--- config.mk ---
export PLATFORM = sky130hd
export DESIGN_NAME = ex_stage
export DESIGN_NICKNAME = d
export VERILOG_FILES = /design/src/rtl/ex_stage.sv
export SDC_FILE = /design/constraint.sdc
export NUM_CORES = 1
export LEC_CHECK = 0
export BUFFER_PORTS_ARGS = -buffer_cell sky130_fd_sc_hd__buf_2
export CAP_MARGIN = 20
export CORE_MARGIN = 10
export CORE_UTILIZATION = 59
export DETAILED_ROUTE_END_ITERATION = 12
export PLACE_DENSITY = 0.95
export SLEW_MARGIN = 20
export SYNTH_ARGS = -nofsm -noshare
export SYNTH_HDL_FRONTEND = slang
export SYNTH_SLANG_ARGS = --single-unit
--- constraint.sdc ---
create_clock -name clk -period 10.7 [get_ports clk]
set_input_delay 1.605 -clock clk [delete_from_list [all_inputs] [get_ports clk]]
set_output_delay 1.605 -clock clk [all_outputs]
set_load 0.01 [all_outputs]
--- src/rtl/ex_stage.sv ---
// Execute stage of a 5-stage MIPS-style pipeline: operand forwarding, ALU,
// destination-register select, and the EX/MEM pipeline register.
module ex_stage #(
  parameter int         DATA_W = 32,
  parameter logic [4:0] RA_REG = 5'd31
) (
  input  logic              clk,
  input  logic              reset,
  // ID/EX register
  input  logic              regwritee,
  input  logic              memtorege,
  input  logic              memwritee,
  input  logic              alusrce,
  input  logic              jumplinke,
  input  logic [1:0]        regdste,
  input  logic [2:0]        alucontrole,
  input  logic [DATA_W-1:0] rd1e,
  input  logic [DATA_W-1:0] rd2e,
  input  logic [DATA_W-1:0] signimme,
  input  logic [DATA_W-1:0] pcplus4e,
  input  logic [4:0]        rse,
  input  logic [4:0]        rte,
  input  logic [4:0]        rde,
  // hazard unit
  input  logic [1:0]        forwardae,
  input  logic [1:0]        forwardbe,
  input  logic [DATA_W-1:0] resultw,
  input  logic              stallm,
  input  logic              flushm,
  output logic [4:0]        writerege,
  // EX/MEM register
  output logic              regwritem,
  output logic              memtoregm,
  output logic              memwritem,
  output logic [DATA_W-1:0] aluoutm,
  output logic [DATA_W-1:0] writedatam,
  output logic [4:0]        writeregm,
  output logic              zerom
);

  typedef struct packed {
    logic              regwrite;
    logic              memtoreg;
    logic              memwrite;
    logic [DATA_W-1:0] aluout;
    logic [DATA_W-1:0] writedata;
    logic [4:0]        writereg;
    logic              zero;
  } exmem_t;

  logic [DATA_W-1:0] srcae, srcbe, writedatae;
  logic [DATA_W-1:0] alu_res, aluoute;
  exmem_t            exmem_d, exmem_q, bubble;

  // rse is only consumed by the hazard unit; it rides along for visibility.
  logic unused_rse;
  assign unused_rse = ^rse;

  // Forwarding muxes: 11 falls back to the register-file value.
  always_comb begin
    srcae = rd1e;
    case (forwardae)
      2'b01:   srcae = resultw;
      2'b10:   srcae = aluoutm;
      default: srcae = rd1e;
    endcase
  end

  always_comb begin
    writedatae = rd2e;
    case (forwardbe)
      2'b01:   writedatae = resultw;
      2'b10:   writedatae = aluoutm;
      default: writedatae = rd2e;
    endcase
  end

  assign srcbe = alusrce ? signimme : writedatae;

  always_comb begin
    alu_res = '0;
    case (alucontrole)
      3'b000:  alu_res = srcae & srcbe;
      3'b001:  alu_res = srcae | srcbe;
      3'b010:  alu_res = srcae + srcbe;
      3'b110:  alu_res = srcae - srcbe;
      3'b111:  alu_res = {{(DATA_W-1){1'b0}}, ($signed(srcae) < $signed(srcbe))};
      default: alu_res = '0;
    endcase
  end

  assign aluoute = jumplinke ? pcplus4e : alu_res;

  always_comb begin
    writerege = 5'd0;
    case (regdste)
      2'b00:   writerege = rte;
      2'b01:   writerege = rde;
      2'b10:   writerege = RA_REG;
      default: writerege = 5'd0;
    endcase
  end

  // A bubble targets r0 with regwrite low, so it can never match a forward.
  always_comb begin
    bubble           = '0;
    bubble.zero      = 1'b1;
  end

  always_comb begin
    exmem_d           = '0;
    exmem_d.regwrite  = regwritee;
    exmem_d.memtoreg  = memtorege;
    exmem_d.memwrite  = memwritee;
    exmem_d.aluout    = aluoute;
    exmem_d.writedata = writedatae;
    exmem_d.writereg  = writerege;
    exmem_d.zero      = (aluoute == '0);
  end

  always_ff @(posedge clk) begin
    if (reset)        exmem_q <= bubble;
    else if (flushm)  exmem_q <= bubble;
    else if (!stallm) exmem_q <= exmem_d;
  end

  assign regwritem  = exmem_q.regwrite;
  assign memtoregm  = exmem_q.memtoreg;
  assign memwritem  = exmem_q.memwrite;
  assign aluoutm    = exmem_q.aluout;
  assign writedatam = exmem_q.writedata;
  assign writeregm  = exmem_q.writereg;
  assign zerom      = exmem_q.zero;

endmodule

Yosys cells after proc, flatten, opt, wreduce, memory -nomap -nowiden
Cells that the tools add are included.

storage, ports and cells
  bits of input ports = 193
  register bits after elaboration = 73
  word-level logic and storage cells = 32

operators by class
  $lt $le $gt $ge = 1
  reduce and logical (&&, ||, !) cells = 4
  mux-type cells = 6
  eq/ne operators = 10
  bitwise operators = 2
  add/sub/neg operators = 2

operators by type and width
  cell                                                                   number
  32-bit case mux with 5 select lines                                    1
  32-bit case mux with 2 select lines                                    2
  32-bit 2-to-1 mux                                                      2
  32-bit adder                                                           1
  32-bit AND                                                             1
  32-bit zero test                                                       1
  32-bit < comparator                                                    1
  32-bit bitwise OR                                                      1
  32-bit subtractor                                                      1
  5-bit case mux with 3 select lines                                     1
  2-bit by 1-bit equality test with 1-bit output, second input constant  3
  2-bit equality test, second input constant                             3
  3-bit equality test, second input constant                             2
  3-bit by 1-bit equality test with 1-bit output, second input constant  1
  3-bit by 2-bit equality test with 1-bit output, second input constant  1
  3-bit zero test                                                        1
  2-bit zero test                                                        1
  2-bit OR reduction                                                     1

Longest topological paths before layout
  word-level depth = 7
  mapped depth = 21
  mapped depth without buffers = 21

Worst setup path after synthesis
OpenSTA, ideal clock, no wires.

  kind = in2reg
  start = input port forwardbe[0]
  end = register exmem_q (netlist bit zerom)
  library setup time = 0.084 ns
  data arrival time = 5.912 ns
  cell stages on the path = 21
  path buffers = 2
  data required time = 10.616 ns
  path slack = 4.704 ns
  cells stage by stage = inv_1 > ha_1 > clkbuf_1 > buf_1 > a21oi_1 > o21ai_0 > ha_1 > inv_1 > fa_1 > nand2b_1 > a221oi_2 > o31ai_1 > o221ai_2 > a31oi_2 > o311ai_0 > o211ai_1 > xor2_1 > a222oi_1 > and3_2 > or4b_1 > o31ai_2

between the ends
  cells in the longest elaborated chain, start to end = 7
  elaborated cells between the ends (all ways) = 12

RTL lines
  what                                                                                          line  source
  start, declared                                                                               26    input logic [1:0] forwardbe,
  2-bit equality test / 2-bit by 1-bit equality test with 1-bit output (equally long branches)  71    case (forwardbe)
  32-bit case mux with 2 select lines *                                                         71
  32-bit 2-to-1 mux *                                                                           78    assign srcbe = alusrce ? signimme : writedatae;
  32-bit subtractor, or another cell as far along                                               86    3'b110: alu_res = srcae - srcbe;
  32-bit case mux with 5 select lines *                                                         82    case (alucontrole)
  32-bit 2-to-1 mux *                                                                           92    assign aluoute = jumplinke ? pcplus4e : alu_res;
  32-bit zero test *                                                                            118   exmem_d.zero = (aluoute == '0);
  end signal, assigned                                                                          122   if (reset) exmem_q <= bubble;
  end signal, assigned                                                                          123   else if (flushm) exmem_q <= bubble;
  end signal, assigned                                                                          124   else if (!stallm) exmem_q <= exmem_d;
  end, declared                                                                                 53    exmem_t exmem_d, exmem_q, bubble;

Every way passes the cells marked *; elsewhere a longest branch is shown, timed or not.
A chain may end at the register's enable or synchronous reset.

Worst setup path after layout
Ends and elaborated chain as after synthesis.

==> impl_summary.txt <==
----------------------------------------------------
[STA]
  Count of pins over their slew limit ... 0
  Total of endpoints with negative setup slack in the final report ... 0
  Worst setup margin ... 3.32 ns
  Worst slew margin relative to its limit ... 29.1%
  Period utilisation layout ... 69.0%
  Post-layout minimum cycle time ... 7.38 ns
  Hold Worst Slack ... 0.481 ns
  Post-route setup TNS ... 0 ns
  Fmax ... 0.135 GHz
  Worst-case clock skew ... 0.00574 ns
  Setup repair after global routing missed its margin ... false
  Transition time at the pin with the least slew margin ... 1.06 ns
  Fin. Hold Viols ... 0

[Route]
  Detailed-router iteration count before antenna repair ... 9
  Number of nets with antenna violations after detailed routing ... 0
  DRC errors left ... 0
  First DRT Iteration DRCs ... 1,738
  Routed wire length ... 41,500 um
  Routed length per instance ... 22.6 um
  Total number of vias ... 12.1k
  DR vias/cell ... 6.61

[Cells and area]
  Layout filler cell count ... 1,391
  Area of all placed cells without fillers ... 11,200 um2
  Area Growth Syn to Fin ... 14.7%
  Share of final-layout standard cells stronger than drive strength 1 ... 19.6%
  Nets@finish ... 1,919

[Hold path]
  Path type of the worst min-delay path ... reg2reg
  Min-delay src ... writedatam[13]$_SDFFE_PP0N_

[Worst setup path]
  Slack of the worst reg-to-reg path ... 5.15 ns
  Origin of the critical flop-to-flop path ... aluoutm[0]$_SDFFE_PP0N_
  Cell with the largest stage delay on the worst path ... nor4b_1
  Classification of the worst setup path ... in2reg
  Launching element type of the critical path ... input port
  Delay of the slowest cell on the worst path ... 0.57 ns
  Setup crit end kind ... flip-flop
  CP Data Required Time ... 10.96 ns
  Start point of the critical path ... forwardbe[0]
  Worst path arrival time ... 7.65 ns
  Combined buffer and inverter count along the critical path ... 4
  Critical Path Fanout Max ... 44
  Critical-path cell list ... buf_2, inv_1, ha_2, buf_4, a21oi_1, o21ai_0, ha_1, inv_1, fa_1, nand2b_1, a221oi_2, o31ai_1, o221ai_2, a31oi_2, nor4_1, mux2i_1, a32oi_1, nor4b_1, nand4_1, or4b_1, o31ai_2
  Crit-path most repeated cell ... inv_1
  Kind of cell adding the most delay to the critical path ... compound AO/OA/AOI/OAI gates

[Placement]
  Port-buffer cells ... 265
  Placed cell areas ... 10,900 um2
  Placement-stage worst setup slack ... 3.25 ns
  Total half-perimeter wirelength after legalization and detailed placement ... 32,200 um
  Weighted congestion reported at the end of routability-driven placement ... 1.01

[Die]
  Chip width ... 149 um
  Placeable core area ... 16,100 um2
  Total die area ... 22,100 um2
  Placement Rows ... 46
  Initial core utilization ... 60.8%
  Overall die height ... 149 um
  Number of placed I/O pins ... 271

[Clocking]
  Clk Tree Root Cell ... clkbuf_16
  TritonCTS clock tree ... yes
  Clock-pin slew of the registers on the worst-case setup and hold paths ... 0.06 ns
  Post-CTS Setup Bufs ... 0
  CTS Buf Count ... 9
  Number of sinks on the clock net ... 73
  Number of gates resized after CTS ... 0
  Clock latency reported for the late side of the worst-skew pair ... 0.35 ns
  Number of buffers added to fix hold violations after cts ... 0
  Htree depth ... 3
  Maximum clock insertion buffer count ... 2

[Global routing]
  Number of global-route vias before repair ... 11.2k
  Pin count of the biggest net entering global routing ... 101
  Global routing usage summed across all routing layers ... 34.9%
  Antenna violations before repair ... 1
  First-pass GRT wire length ... 61,900 um
  Remaining global-route overflow ... 0

[Synth]
  Top cells by area in the synthesized netlist ... dfxtp_1 15%, ha_1 14%, a21oi_1 8.1%, nor2_1 7.9%, a22oi_1 5.9%
  Fraction of the mapped netlist area in simple logic gates ... 19.8%
  Total standard cell area after synthesis ... 9760 um2
  Dominant synthesized flop cell ... dfxtp_1
  Dominant cell type by area after synthesis ... dfxtp_1
  Leading cell types by count after synthesis ... 205 x nor2_1, 158 x a21oi_1, 138 x nand2_1
  Register area share after synthesis ... 15.0%
  Top cell type's share of synthesized area ... 15.0%
  Largest family of logic cells by synthesized area ... compound AO/OA/AOI/OAI gates
  Asr flop ratio synth ... 0%
  Share of synthesized cell area in full adder, half adder and majority cells ... 14.0%
  Cell with the most instances after synthesis ... nor2_1
  Number of instances in the synthesized netlist ... 1,428
  Fraction of synthesized area in multiplexers ... 4.22%
  Compound-Gate Fraction of Synth Area ... 34.3%
  Ys Warns ... 0
  Net count of the mapped netlist ... 1,729
  Count of state elements after synthesis ... 73
  Mean Syn Cell Area ... 6.83 um2
  Distinct cell type count after synthesis ... 79
  Post-synthesis share of cell area spent on xor and xnor gates ... 2.60%
  Number of enable-type register cells in the synthesized netlist ... 0

[Run status]
  Outcome ... completed

[Power and ir drop]
  Peak VDD IR ... 108 uV
  Pleak ... 5.28 nW
  Cell area power density ... 113 nW/um2

[Flow run]
  Total of max-cap violations ... 0

----------------------------------------------------
[path summary, 6_finish.rpt]
check / to / cells after the start
worst max-delay path: zerom$_SDFFE_PP1N_ / 21
worst min-delay path: writedatam[13]$_SDFFE_PP0N_ / 2
worst max register to register: zerom$_SDFFE_PP1N_ / 19
worst min register to register: writedatam[13]$_SDFFE_PP0N_ / 2
[through the flow]
stage / power, mW / util, % / cells
4_1_cts: 1.24 / 69.7 / 1837
5_1_grt: 1.33 / 69.7 / 1838
3_3_place_gp: 0.927 / 67.9 / 1823
6_report: 1.26 / 69.7 / 1838
2_1_floorplan: 0.759 / - / 1428
3_5_place_dp: 0.936 / 67.9 / 1823
[routing by layer]
layer	part of all wire, %	track usage (%)	routed length [um]
met2	45	56.2	18700
met1	37	41.2	15100
met5	0	0	0
met4	6.7	21.7	2780
met3	12	7.89	4800
[where the power goes]
part / switching [mW] / leakage [nW] / internal (mW)
Combinational: 0.432 / 4.55 / 0.237
Clock: 0.120 / 0.137 / 0.184
Sequential: 0.00817 / 0.593 / 0.281
[tightest hold or removal path, delay by kind of cell, from the launching register on]
family           cells  cell delay [ns]
flip-flops           1             0.32
AND/OR/NAND/NOR      1             0.07
AO/OA/AOI/OAI        1             0.06
[cell usage in the layout, fill, tap and decap left out, types with 4 or more instances in the layout]
cell type,synthesis,layout
o211ai_1,8,8
clkbuf_16,0,9
o22ai_1,8,8
nand2b_1,9,9
buf_4,5,9
nand2_1,138,138
o21ai_0,104,104
nor3_1,15,15
nor2b_1,11,11
o21a_1,22,22
a221o_1,6,6
or2_2,4,4
nor4_1,16,16
o221ai_1,9,9
a21o_1,10,10
and3_1,5,5
mux2i_1,40,40
a211oi_1,13,13
a31oi_1,9,9
a21oi_1,158,158
a222oi_1,5,5
a22oi_1,77,77
a221oi_1,8,8
xnor2_1,22,22
buf_2,6,264
o21bai_1,9,9
o31ai_1,15,15
nor2_1,205,204
xor2_1,7,7
ha_1,106,104
nand3_1,14,14
a2111oi_0,4,4
nand4_1,10,10
inv_1,121,121
o41ai_1,6,6
dfxtp_1,73,73
and2_1,5,5
[sequential cells by signal, summed over array words and instances (netlist names)]
signal      cells
writedatam     32
aluoutm        32
writeregm       5
regwritem       1
memtoregm       1
memwritem       1
zerom           1
[area by class of cell]
class	count	area, um2	area share (%)
clock buffers	11	243	2.17
well taps	216	270	2.41
clock inverters	3	42.5	0.380
repair buffers	273	1390	12.4
multi-input cells	1137	7320	65.4
inverters	124	465	4.16
diodes	1	2.50	0.0224
flip-flops and latches	73	1460	13.1
[kinds of logic after synthesis]
family	count (synthesis)
AOI/OAI and AO/OA	513
and+or+nand+nor	446
buffers and inverters	218
adders and majority gates	108
DFF	73
muxes	41
xor gates and xnor gates	29
No activity file was read; power rests on OpenSTA's default activity.
